File: config.mk
export PLATFORM = sky130hd
export DESIGN_NAME = picorv32_pcpi_dispatch
export DESIGN_NICKNAME = d
export VERILOG_FILES = /design/src/rtl/picorv32_pcpi_dispatch.sv
export SDC_FILE = /design/constraint.sdc
export NUM_CORES = 1
export LEC_CHECK = 0
export ABC_CLOCK_PERIOD_IN_PS = 3150
export BUFFER_PORTS_ARGS = -buffer_cell sky130_fd_sc_hd__clkbuf_2
export CORE_AREA = 3 3 117 119
export DETAILED_ROUTE_END_ITERATION = 6
export DIE_AREA = 0 0 120 122
export GPL_ROUTABILITY_DRIVEN = 0
export PLACE_DENSITY = 0.76
export SLEW_MARGIN = 25
export SYNTH_ARGS = -nofsm -noshare
export SYNTH_HDL_FRONTEND = slang
export SYNTH_SLANG_ARGS = --single-unit
File: constraint.sdc
create_clock -name clk -period 3.15 [get_ports clk]
set_input_delay 0.63 -clock clk [delete_from_list [all_inputs] [get_ports clk]]
set_output_delay 0.63 -clock clk [all_outputs]
set_load 0.02 [all_outputs]
File: src/rtl/picorv32_pcpi_dispatch.sv
// rtl/picorv32_pcpi_dispatch.sv - PCPI request broadcast to coprocessor slots with first-response capture and timeout
module picorv32_pcpi_dispatch #(
   parameter int NUM_SLV        = 2,
   parameter int TIMEOUT_CYCLES = 16
) (
   input  logic                   clk,
   input  logic                   reset,
   input  logic                   pcpi_valid,
   input  logic [31:0]            pcpi_insn,
   input  logic [31:0]            pcpi_rs1,
   input  logic [31:0]            pcpi_rs2,
   output logic                   pcpi_wr,
   output logic [31:0]            pcpi_rd,
   output logic                   pcpi_wait,
   output logic                   pcpi_ready,
   output logic                   pcpi_timeout,
   output logic [NUM_SLV-1:0]     slv_valid,
   output logic [31:0]            slv_insn,
   output logic [31:0]            slv_rs1,
   output logic [31:0]            slv_rs2,
   input  logic [NUM_SLV-1:0]     slv_wr,
   input  logic [32*NUM_SLV-1:0]  slv_rd,
   input  logic [NUM_SLV-1:0]     slv_wait,
   input  logic [NUM_SLV-1:0]     slv_ready
);

   typedef enum logic [1:0] {IDLE, ISSUE, RESP, DRAIN} state_t;

   state_t      state, state_nx;
   logic [7:0]  cnt, cnt_nx;
   logic        load, ready_nx, timeout_nx;
   logic        sel_wr;
   logic [31:0] sel_rd;

   // Walk from the top slot down so the lowest ready index is the one left selected.
   always_comb begin
      sel_wr = 1'b0;
      sel_rd = '0;
      for (int k = NUM_SLV - 1; k >= 0; k--) begin
         if (slv_ready[k]) begin
            sel_wr = slv_wr[k];
            sel_rd = slv_rd[32*k +: 32];
         end
      end
   end

   always_comb begin
      state_nx   = state;
      cnt_nx     = cnt;
      load       = 1'b0;
      ready_nx   = 1'b0;
      timeout_nx = 1'b0;
      case (state)
         IDLE: begin
            if (pcpi_valid) begin
               load     = 1'b1;
               cnt_nx   = '0;
               state_nx = ISSUE;
            end
         end
         ISSUE: begin
            // A core abort takes priority over any response arriving in the same cycle.
            if (!pcpi_valid) begin
               state_nx = DRAIN;
            end else if (|slv_ready) begin
               ready_nx = 1'b1;
               state_nx = RESP;
            end else if (|slv_wait) begin
               cnt_nx = '0;
            end else if (cnt == 8'(TIMEOUT_CYCLES - 1)) begin
               timeout_nx = 1'b1;
               state_nx   = RESP;
            end else begin
               cnt_nx = cnt + 8'd1;
            end
         end
         RESP:    state_nx = DRAIN;
         default: state_nx = IDLE;
      endcase
   end

   always_ff @(posedge clk) begin
      if (reset) begin
         state        <= IDLE;
         cnt          <= '0;
         pcpi_ready   <= 1'b0;
         pcpi_timeout <= 1'b0;
         pcpi_wr      <= 1'b0;
         pcpi_rd      <= '0;
         slv_valid    <= '0;
         slv_insn     <= '0;
         slv_rs1      <= '0;
         slv_rs2      <= '0;
      end else begin
         state        <= state_nx;
         cnt          <= cnt_nx;
         pcpi_ready   <= ready_nx;
         pcpi_timeout <= timeout_nx;
         pcpi_wr      <= ready_nx & sel_wr;
         slv_valid    <= {NUM_SLV{state_nx == ISSUE}};
         if (ready_nx) pcpi_rd <= sel_rd;
         if (load) begin
            slv_insn <= pcpi_insn;
            slv_rs1  <= pcpi_rs1;
            slv_rs2  <= pcpi_rs2;
         end
      end
   end

   assign pcpi_wait = (state == ISSUE) && (|slv_wait);

endmodule

==> reports/results.tsv <==
metric	value	unit
status	completed	
fin_nets	1099	
floorplan.die_area	14640	um2
drive_gt1_frac	0.3758	
worstSkewPairLatency	0.41	ns
grt_overflow	0	
synthesis.area	5323	um2
ys_seq_area_frac	0.5341	
setup_violations	0	
power.density	629.1	nW/um2
final_max_slew_viol_count	0	
via_per_inst	4.856	
gr-usage-met3	0.06407	
rows	41	
synth-edff-count	0	
grt_pass1_wl	24.09	mm
clockBufferDepth	2	
grt_use_total	0.2054	
synth_fp_nets	823	
synth_area_leaders	dfxtp_1 (53%), nand2_1 (14%), a21oi_1 (9.6%)	
fin_tns_setup	0	ns
cts.sinks	142	
leakagePower	3.445	nW
place_area	6964	um2
required	2.52	ns
root_buffer	clkbuf_16	
async_flop_share	0	
yosysUniqueCellTypes	33	
max-cap-violations	0	
synth-main-ff-cell	dfxtp_1	
maxSlewHeadroom	0.4814	
final_area	7572	um2
critPathMaxFanout	10	
cts_resized	0	
synth.top_cell.area_share	0.5341	
reg2reg_from	state[0]$_SDFF_PP0_	
vias	5410	
insertedDiodeCount	0	
fin_crit	2.190	ns
cp-end-kind	primary output	
wl_per_cell	13.97	um
drt_pre_antenna_iters	4	
drt-initial-drc-count	265	
hpwl	11.13	mm
io_buffers	302	
cts_tree	yes	
max_freq	0.4567	GHz
finalClockSkew	0.008809	ns
path_class	register to primary output	
hold_viol	0	
cp-start-kind	register	
synth_warnings	0	
setup.worst_path.start	state[0]$_SDFF_PP0_	
fin_crit_sh	0.6952	
h-tree-depth	4	
holdCritStartpoint	pcpi_rs2[7]	
avgSynthCellArea	8.151	um2
antenna_left	0	
start_util	0.4201	
use_met2	0.3347	
post_cts_buffers	0	
top_usage_layer	met2	
numCtsBuffers	17	
clk_pin_slew	0.06	ns
hold_class	input port to register	
worstPathArrival	1.56	ns
fillCellCount	1174	
first_global_vias	4899	
worstMarginPinSlew	0.7760	ns
yosysTopAreaCell	dfxtp_1	
met1_usage	0.2521	
die_w	120	um
area_growth	42.27	%
grt_max_degree	105	
ys_ff_latch	142	
die_h	122	um
power	4.764	mW
syn_inst	653	
io-pin-count	303	
drt-total-wl	15.56	mm
rsz0062_at_grt	false	
core	12670	um2
ctsHoldBuffers	0	
drcViolationCount	0	
vdd.ir_drop.worst	0.0003533	V
grt_antenna_before_repair	0	
[sequential cells by signal, indices dropped and copies added, names as in the netlist]
signal        count
pcpi_timeout      1
slv_rs1          32
slv_insn         32
pcpi_ready        1
pcpi_wr           1
cnt               8
pcpi_rd          32
state             2
slv_rs2          32
slv_valid         1
[placed cells by master (no fill, tap or decap), types with 3 or more instances in the layout]
cell        netlist  routed
o311ai_0          6       6
a21oi_1         102     102
buf_4             2      10
nand2_1         195     195
a211oi_1         32      32
o21ai_0           3       3
nor2_1           43      42
buf_12            0       3
clkbuf_8          0       5
clkbuf_16         0      17
clkinvlp_4        0       3
nand2b_1          3       3
nor2b_1           5       4
clkbuf_2          0     301
a22oi_1          31      31
nand3_1           3       3
clkinv_2          0       3
o31ai_2           4       4
dfxtp_1         142     142
[critical path, cell delays in order, from the launching register on]
cell	delay [ns]
dfxtp_1	0.51
nor2b_1	0.28
nor2b_1	0.18
clkbuf_2	0.18
[kinds of logic (layout without fill, tap and decap cells)]
family,after synthesis,in the layout,synth area share
and+or+nand+nor,264,264,0.2007
AOI/OAI and AO/OA,186,186,0.2170
DFF,142,142,0.5341
buffers and inverters,59,348,0.04396
adders and majority gates,1,1,0.002350
muxes,1,1,0.001881
[metrics by stage]
| step | std cells | setup slack (ns) | hold slack [ns] | util |
|---|---|---|---|---|
| CTS | 1114 | 0.9192 | 0.4068 | 0.5973 |
| finish | 1114 | 0.9602 | 0.4299 | 0.5976 |
| global placement | 1082 | 0.8029 | 0.4412 | 0.5496 |
| floorplan | 653 | 1.043 | 0.4639 | - |
| detailed placement | 1082 | 0.7307 | 0.4460 | 0.5496 |
| global route | 1114 | 0.8127 | 0.4272 | 0.5976 |
[synthesized netlist by cell type (4+ instances only)]
library cell,count
a211oi_1,32
a21oi_1,102
a22oi_1,31
buf_1,11
buf_2,4
clkbuf_1,40
dfxtp_1,142
nand2_1,195
nor2_1,43
nor2b_1,5
o311ai_0,6
o31ai_2,4
[power by group]
group | total (mW) | switching (mW) | internal, mW
combinational | 0.770 | 0.483 | 0.287
clock | 2.01 | 0.738 | 1.27
sequential | 1.99 | 0.0650 | 1.92
[cell type report]
| class | instances | area (um2) | share of cell area |
|---|---|---|---|
| Clock buffer | 23 | 498.0 | 0.06576 |
| Clock inverter | 9 | 106.4 | 0.01404 |
| Inverter | 2 | 7.507 | 0.0009914 |
| Multi-Input combinational cell | 452 | 2261 | 0.2986 |
| Sequential cell | 142 | 2843 | 0.3754 |
| Tap cell | 172 | 215.2 | 0.02842 |
| Timing Repair Buffer | 314 | 1642 | 0.2168 |
[worst paths after layout]
kind	endpoint	slack, ns	cells after the start
worst min register to register	slv_rs1[23]$_SDFFE_PP0P_	0.45	2
worst min-delay path	slv_rs2[7]$_SDFFE_PP0P_	0.43	3
worst max register to register	cnt[3]$_SDFFE_PP0P_	1.01	3
worst max-delay path	pcpi_wait	0.96	3
[layer usage]
metal  vias to the layer above  routed length (um)  part of all wire
met4                         0                 260             0.017
met5                         -                   0                 0
met2                       223                7528              0.48
li1                       2792                   -                 -
met3                        20                1367             0.088
met1                      2375                6403              0.41
Note: power is estimated with default switching activity, not from simulation.
